### config.mk
export PLATFORM = sky130hd
export DESIGN_NAME = lsu
export DESIGN_NICKNAME = d
export VERILOG_FILES = /design/src/rtl/lsu.sv
export SDC_FILE = /design/constraint.sdc
export NUM_CORES = 1
export LEC_CHECK = 0
export BUFFER_PORTS_ARGS = -buffer_cell sky130_fd_sc_hd__buf_2
export CAP_MARGIN = 20
export CORE_MARGIN = 3
export CORE_UTILIZATION = 25
export CTS_BUF_LIST = sky130_fd_sc_hd__clkbuf_16
export DETAILED_ROUTE_END_ITERATION = 10
export SLEW_MARGIN = 10
export SYNTH_ARGS = -nofsm -noshare
export SYNTH_HDL_FRONTEND = slang
export SYNTH_SLANG_ARGS = --single-unit
export TNS_END_PERCENT = 1
### constraint.sdc
create_clock -name clk -period 2.7 [get_ports clk]
set_input_delay 0.27 -clock clk [delete_from_list [all_inputs] [get_ports clk]]
set_output_delay 0.27 -clock clk [all_outputs]
set_load 0.02 [all_outputs]
### src/rtl/lsu.sv
// Load/store unit: turns one execute-stage memory op into a word-aligned SRAM
// access, lane-aligns store data, extends load data and stalls until completion.
module lsu #(
   parameter int unsigned ACK_TIMEOUT = 16
) (
   input  logic        clk,
   input  logic        rst_n,
   input  logic        req_valid_i,
   input  logic        req_we_i,
   input  logic [2:0]  req_funct3_i,
   input  logic [31:0] req_addr_i,
   input  logic [31:0] req_wdata_i,
   input  logic [4:0]  req_rd_i,
   output logic        hold_o,
   output logic        done_o,
   output logic        rsp_wen_o,
   output logic [4:0]  rsp_rd_o,
   output logic [31:0] rsp_data_o,
   output logic        err_o,
   output logic [31:0] err_addr_o,
   output logic        mem_sel_o,
   output logic        mem_wen_o,
   output logic [31:0] mem_addr_o,
   output logic [3:0]  mem_wmask_o,
   output logic [31:0] mem_wdata_o,
   input  logic [31:0] mem_rdata_i,
   input  logic        mem_ack_i
);

   localparam int unsigned CNT_W = (ACK_TIMEOUT > 1) ? $clog2(ACK_TIMEOUT) : 1;

   typedef enum logic {IDLE = 1'b0, ACCESS = 1'b1} state_t;

   state_t             state_q, state_d;
   logic [CNT_W-1:0]   cnt_q, cnt_d;
   logic [2:0]         funct3_q, funct3_d;
   logic [31:0]        addr_q, addr_d;
   logic [4:0]         rd_q, rd_d;
   logic               done_q, done_d, err_q, err_d, rsp_wen_q, rsp_wen_d;
   logic [4:0]         rsp_rd_q, rsp_rd_d;
   logic [31:0]        rsp_data_q, rsp_data_d, err_addr_q, err_addr_d;
   logic               mem_sel_q, mem_sel_d, mem_wen_q, mem_wen_d;
   logic [31:0]        mem_addr_q, mem_addr_d, mem_wdata_q, mem_wdata_d;
   logic [3:0]         mem_wmask_q, mem_wmask_d;

   logic               legal;
   logic [31:0]        byte_sh;
   logic [15:0]        half_sel;
   logic [31:0]        load_val;

   // Request legality: alignment, defined funct3, no unsigned stores
   always_comb begin
      legal = 1'b0;
      case (req_funct3_i)
         3'b000, 3'b100: legal = 1'b1;
         3'b001, 3'b101: legal = ~req_addr_i[0];
         3'b010:         legal = (req_addr_i[1:0] == 2'b00);
         default:        legal = 1'b0;
      endcase
      if (req_we_i && req_funct3_i[2]) legal = 1'b0;
   end

   // Extract and extend the addressed lane of the returned word
   always_comb begin
      byte_sh  = mem_rdata_i >> {addr_q[1:0], 3'b000};
      half_sel = addr_q[1] ? mem_rdata_i[31:16] : mem_rdata_i[15:0];
      case (funct3_q)
         3'b000:  load_val = {{24{byte_sh[7]}}, byte_sh[7:0]};
         3'b100:  load_val = {24'h000000, byte_sh[7:0]};
         3'b001:  load_val = {{16{half_sel[15]}}, half_sel};
         3'b101:  load_val = {16'h0000, half_sel};
         default: load_val = mem_rdata_i;
      endcase
   end

   // Next-state and registered-output logic
   always_comb begin
      state_d     = state_q;
      cnt_d       = cnt_q;
      funct3_d    = funct3_q;
      addr_d      = addr_q;
      rd_d        = rd_q;
      done_d      = 1'b0;
      err_d       = 1'b0;
      rsp_wen_d   = 1'b0;
      rsp_rd_d    = rsp_rd_q;
      rsp_data_d  = rsp_data_q;
      err_addr_d  = err_addr_q;
      mem_sel_d   = mem_sel_q;
      mem_wen_d   = mem_wen_q;
      mem_addr_d  = mem_addr_q;
      mem_wmask_d = mem_wmask_q;
      mem_wdata_d = mem_wdata_q;
      hold_o      = 1'b0;
      case (state_q)
         IDLE: begin
            if (req_valid_i) begin
               if (!legal) begin
                  err_d      = 1'b1;
                  err_addr_d = req_addr_i;
               end else begin
                  hold_o      = 1'b1;
                  state_d     = ACCESS;
                  cnt_d       = '0;
                  funct3_d    = req_funct3_i;
                  addr_d      = req_addr_i;
                  rd_d        = req_rd_i;
                  mem_sel_d   = 1'b1;
                  mem_wen_d   = req_we_i;
                  mem_addr_d  = {req_addr_i[31:2], 2'b00};
                  mem_wmask_d = 4'b0000;
                  mem_wdata_d = req_wdata_i;
                  if (req_we_i) begin
                     case (req_funct3_i[1:0])
                        2'b00: begin
                           mem_wdata_d = {4{req_wdata_i[7:0]}};
                           mem_wmask_d = 4'b0001 << req_addr_i[1:0];
                        end
                        2'b01: begin
                           mem_wdata_d = {2{req_wdata_i[15:0]}};
                           mem_wmask_d = req_addr_i[1] ? 4'b1100 : 4'b0011;
                        end
                        default: mem_wmask_d = 4'b1111;
                     endcase
                  end
               end
            end
         end
         ACCESS: begin
            hold_o = 1'b1;
            if (mem_ack_i) begin
               state_d   = IDLE;
               mem_sel_d = 1'b0;
               mem_wen_d = 1'b0;
               done_d    = 1'b1;
               if (!mem_wen_q) begin
                  rsp_data_d = load_val;
                  rsp_rd_d   = rd_q;
                  rsp_wen_d  = (rd_q != 5'd0);
               end
            end else if (cnt_q == CNT_W'(ACK_TIMEOUT - 1)) begin
               state_d    = IDLE;
               mem_sel_d  = 1'b0;
               mem_wen_d  = 1'b0;
               err_d      = 1'b1;
               err_addr_d = addr_q;
            end else begin
               cnt_d = cnt_q + CNT_W'(1);
            end
         end
         default: state_d = IDLE;
      endcase
   end

   // State and output registers, synchronous active-low reset
   always_ff @(posedge clk) begin
      if (!rst_n) begin
         state_q     <= IDLE;
         cnt_q       <= '0;
         funct3_q    <= '0;
         addr_q      <= '0;
         rd_q        <= '0;
         done_q      <= 1'b0;
         err_q       <= 1'b0;
         rsp_wen_q   <= 1'b0;
         rsp_rd_q    <= '0;
         rsp_data_q  <= '0;
         err_addr_q  <= '0;
         mem_sel_q   <= 1'b0;
         mem_wen_q   <= 1'b0;
         mem_addr_q  <= '0;
         mem_wmask_q <= '0;
         mem_wdata_q <= '0;
      end else begin
         state_q     <= state_d;
         cnt_q       <= cnt_d;
         funct3_q    <= funct3_d;
         addr_q      <= addr_d;
         rd_q        <= rd_d;
         done_q      <= done_d;
         err_q       <= err_d;
         rsp_wen_q   <= rsp_wen_d;
         rsp_rd_q    <= rsp_rd_d;
         rsp_data_q  <= rsp_data_d;
         err_addr_q  <= err_addr_d;
         mem_sel_q   <= mem_sel_d;
         mem_wen_q   <= mem_wen_d;
         mem_addr_q  <= mem_addr_d;
         mem_wmask_q <= mem_wmask_d;
         mem_wdata_q <= mem_wdata_d;
      end
   end

   assign done_o      = done_q;
   assign err_o       = err_q;
   assign rsp_wen_o   = rsp_wen_q;
   assign rsp_rd_o    = rsp_rd_q;
   assign rsp_data_o  = rsp_data_q;
   assign err_addr_o  = err_addr_q;
   assign mem_sel_o   = mem_sel_q;
   assign mem_wen_o   = mem_wen_q;
   assign mem_addr_o  = mem_addr_q;
   assign mem_wmask_o = mem_wmask_q;
   assign mem_wdata_o = mem_wdata_q;

endmodule

==> flow_summary.json <==
{
  "ant_nets": 0,
  "grt_max_degree": 114,
  "timing.rr.end": "rsp_data_o[8]$_SDFFE_PN0P_",
  "m1WireLength_mm": 10.75,
  "seq_total_area_yosys": 0.4469,
  "post_cts_setup_driven_buffer_insertion_count": 0,
  "numPortBuffers": 249,
  "placeableCoreArea_um2": 27100,
  "worst-r2r-setup-slack_ns": 0.43,
  "placement_rows": 60,
  "totalNegativeSetupSlack_ns": 0,
  "drive_gt1_frac": 0.3506,
  "grt.total_usage": 0.1505,
  "post_placement_setup_slack_ns": 0.4159,
  "grt_overflow": 0,
  "synth.most_common_cell": "sky130_fd_sc_hd__dfxtp_1",
  "slew_headroom": 0.3112,
  "placedCellCount": 1362,
  "die-height_um": 172.7,
  "outcome": "complete, no violations",
  "holdPathStages": 3,
  "layout_min_cycle_time_ns": 2.267,
  "dp_hpwl_mm": 16.60,
  "drt-pass1-iter-count": 7,
  "crit_path_end": "rsp_data_o[8]$_SDFFE_PN0P_",
  "met3WireLength_mm": 1.668,
  "critical_path.endpoint_type": "flop",
  "tritoncts": "done",
  "cts_sinks": 155,
  "ctsHoldBuffers": 0,
  "grt_pass1_wl_mm": 36.43,
  "die-area_um2": 29810,
  "synth_area_um2": 6943,
  "finish.net_count": 1119,
  "h_tree_level_count": 4,
  "avgViaCountPerCell": 4.719,
  "tightestPinTransition_ns": 1.033,
  "min_path_type": "in -> reg",
  "drt-initial-drc-count": 399,
  "io_pins": 252,
  "number_of_antenna_violations_at_the_first_check_in_global_routing": 1,
  "cellLeakagePower_nw": 3.707,
  "maxCapViolations": 0,
  "initial_core_util": 0.2562,
  "highest_layer": "met5",
  "share_of_flip_flops_with_an_asynchronous_set_or_reset": 0,
  "critical_path_peak_fanout": 16,
  "cts_inserted_buffers": 17,
  "postSynthAreaPerCell_um2": 8.498,
  "die_width_um": 172.7,
  "ir_drop_mv": 0.3413,
  "final_critical_path_setup_slack_ns": 0.4329,
  "drc_errors": 0,
  "setup-violations-final": 0,
  "worst_skew_pair.late_latency_ns": 0.41,
  "critical_path_class": "reg -> reg",
  "post-route-period-util": 0.8397,
  "syn_to_final_growth_pct": 29.34,
  "layout.cells.non_filler": 1393,
  "detail_route.wirelength_mm": 23.39,
  "clock-skew-final_ns": 0.01091,
  "synth_warn": 0,
  "netlist_instances": 817,
  "max_clock_freq_ghz": 0.4411,
  "wl_per_cell_um": 16.79,
  "worst_ep_required_time_ns": 2.96,
  "cellPowerDensity_nw_per_um2": 677.2,
  "synth-edff-count": 0,
  "worst-r2r-cell-count": 4,
  "clk_pin_slew_worst_paths_ns": 0.07,
  "antenna-diode-count": 0,
  "vias": 6574,
  "hold_viol": 0,
  "synth_largest_area_cell": "sky130_fd_sc_hd__dfxtp_1",
  "timing.final.max_slew_violations": 0,
  "synth.top_cells.by_area": "sky130_fd_sc_hd__dfxtp_1, sky130_fd_sc_hd__nand2_1, sky130_fd_sc_hd__a21oi_1, sky130_fd_sc_hd__a211oi_2, sky130_fd_sc_hd__mux2i_1",
  "yosys_most_used_dff": "sky130_fd_sc_hd__dfxtp_1",
  "cts_repair_resize_count": 0,
  "synth-seq-cells": 155,
  "synth_cell_types": 49,
  "cp_data_arrival_time_ns": 2.53,
  "critPathLaunchType": "flop",
  "clock_root_buffer": "sky130_fd_sc_hd__clkbuf_16",
  "grt_setup_unrepaired": "false",
  "n_fill_cell": 2894,
  "synthDominantCellAreaShare": 0.4469,
  "crit-reg2reg-launch": "state_q$_SDFF_PN0_",
  "clock_tree.buffer_depth": 2,
  "first_global_vias": 6247,
  "synth.cells.most_frequent": "sky130_fd_sc_hd__dfxtp_1, sky130_fd_sc_hd__nand2_1, sky130_fd_sc_hd__a21oi_1",
  "worstSetupStartpoint": "state_q$_SDFF_PN0_",
  "place.gp.congestion": 0.8215,
  "dr_wl_met2_mm": 10.67
}
[area by class of cell]
cell class                 instances  area [um2]  share of cell area
clock buffer                      17       425.4             0.04737
clock inverter                    14       216.5             0.02410
inverter                           6       25.02            0.002787
multi-input combinational        559        3314              0.3691
sequential                       155        3104              0.3457
tap                              372       465.4             0.05183
timing repair buffer             270        1429              0.1591
[through the flow]
step | power [W] | cell area (um2) | utilization | hold slack (ns)
2_1_floorplan | 0.003117 | 6947 | - | 0.4060
3_3_place_gp | 0.003442 | 8338 | 0.3077 | 0.4409
6_report | 0.006081 | 8980 | 0.3313 | 0.09359
3_5_place_dp | 0.003456 | 8338 | 0.3077 | 0.4455
5_1_grt | 0.006345 | 8980 | 0.3313 | 0.08416
4_1_cts | 0.006171 | 8980 | 0.3313 | 0.07546
[placed cells by master, fill, tap and decap left out, types with 3 or more instances in the layout]
cell type | synthesis | routed
sky130_fd_sc_hd__a211oi_2 | 30 | 30
sky130_fd_sc_hd__a21oi_1 | 95 | 95
sky130_fd_sc_hd__a221oi_1 | 8 | 8
sky130_fd_sc_hd__a311oi_1 | 10 | 10
sky130_fd_sc_hd__buf_2 | 8 | 249
sky130_fd_sc_hd__buf_4 | 34 | 19
sky130_fd_sc_hd__bufinv_16 | 0 | 5
sky130_fd_sc_hd__clkbuf_16 | 0 | 17
sky130_fd_sc_hd__dfxtp_1 | 155 | 154
sky130_fd_sc_hd__inv_1 | 5 | 6
sky130_fd_sc_hd__inv_6 | 0 | 5
sky130_fd_sc_hd__mux2_2 | 15 | 15
sky130_fd_sc_hd__mux2i_1 | 34 | 34
sky130_fd_sc_hd__nand2_1 | 148 | 148
sky130_fd_sc_hd__nand2b_1 | 4 | 4
sky130_fd_sc_hd__nand3_1 | 31 | 31
sky130_fd_sc_hd__nor2_1 | 45 | 43
sky130_fd_sc_hd__nor2b_1 | 4 | 3
sky130_fd_sc_hd__nor3_1 | 39 | 39
sky130_fd_sc_hd__o211ai_1 | 3 | 3
sky130_fd_sc_hd__o21ai_0 | 40 | 40
sky130_fd_sc_hd__o221ai_1 | 4 | 4
sky130_fd_sc_hd__o31ai_1 | 20 | 20
[how the worst min path moves through the flow]
stage | slack, ns | start | end
after detailed placement | 0.45 | mem_wmask_o[3]$_SDFFE_PN0P_ | mem_wmask_o[3]$_SDFFE_PN0P_
after floorplan | 0.41 | req_funct3_i[2] | funct3_q[2]$_SDFFE_PN0P_
after CTS | 0.08 | req_rd_i[0] | rd_q[0]$_SDFFE_PN0P_
final | 0.09 | req_rd_i[0] | rd_q[0]$_SDFFE_PN0P_
after global placement | 0.44 | mem_wdata_o[7]$_SDFFE_PN0P_ | mem_wdata_o[7]$_SDFFE_PN0P_
after global routing | 0.08 | req_rd_i[2] | rd_q[2]$_SDFFE_PN0P_
[cell families after synthesis]
| group | Yosys count | synth area share |
|---|---|---|
| flip-flops | 155 | 0.4469 |
| adder cells (fa/ha/maj) | 1 | 0.001802 |
| other | 1 | 0.0005401 |
| AND/OR/NAND/NOR | 282 | 0.1755 |
| buffers and inverters | 104 | 0.07929 |
| AO/OA/AOI/OAI | 225 | 0.2226 |
| multiplexers | 49 | 0.07335 |
[report_power, final]
| group | total (W) | internal, W | switching [W] |
|---|---|---|---|
| sequential | 0.00248 | 0.00241 | 0.0000770 |
| combinational | 0.000910 | 0.000328 | 0.000582 |
| clock | 0.00269 | 0.00165 | 0.00104 |
| total | 0.00608 | 0.00438 | 0.00170 |
[worst max-delay path, cell delays in order (launching register included)]
cell and delay [ns]:
sky130_fd_sc_hd__dfxtp_2 0.61, sky130_fd_sc_hd__nand3b_1 0.42, sky130_fd_sc_hd__nor2_1 0.30, sky130_fd_sc_hd__a21boi_1 0.61, sky130_fd_sc_hd__a221oi_1 0.17
[sequential cells by signal, indices dropped and copies added (netlist names), 3 cells and up]
name / count
err_addr_o: 32
cnt_q: 4
rsp_data_o: 32
funct3_q: 3
mem_wdata_o: 32
mem_wmask_o: 4
addr_q: 31
rsp_rd_o: 5
rd_q: 5
[per-layer routing]
metal,vias up,GRT usage
li1,3230,-
met2,228,0.2376
met1,3096,0.2006
met3,18,0.05007
met4,2,0.03378
met5,-,0
Note: power is estimated with default switching activity, not from simulation.
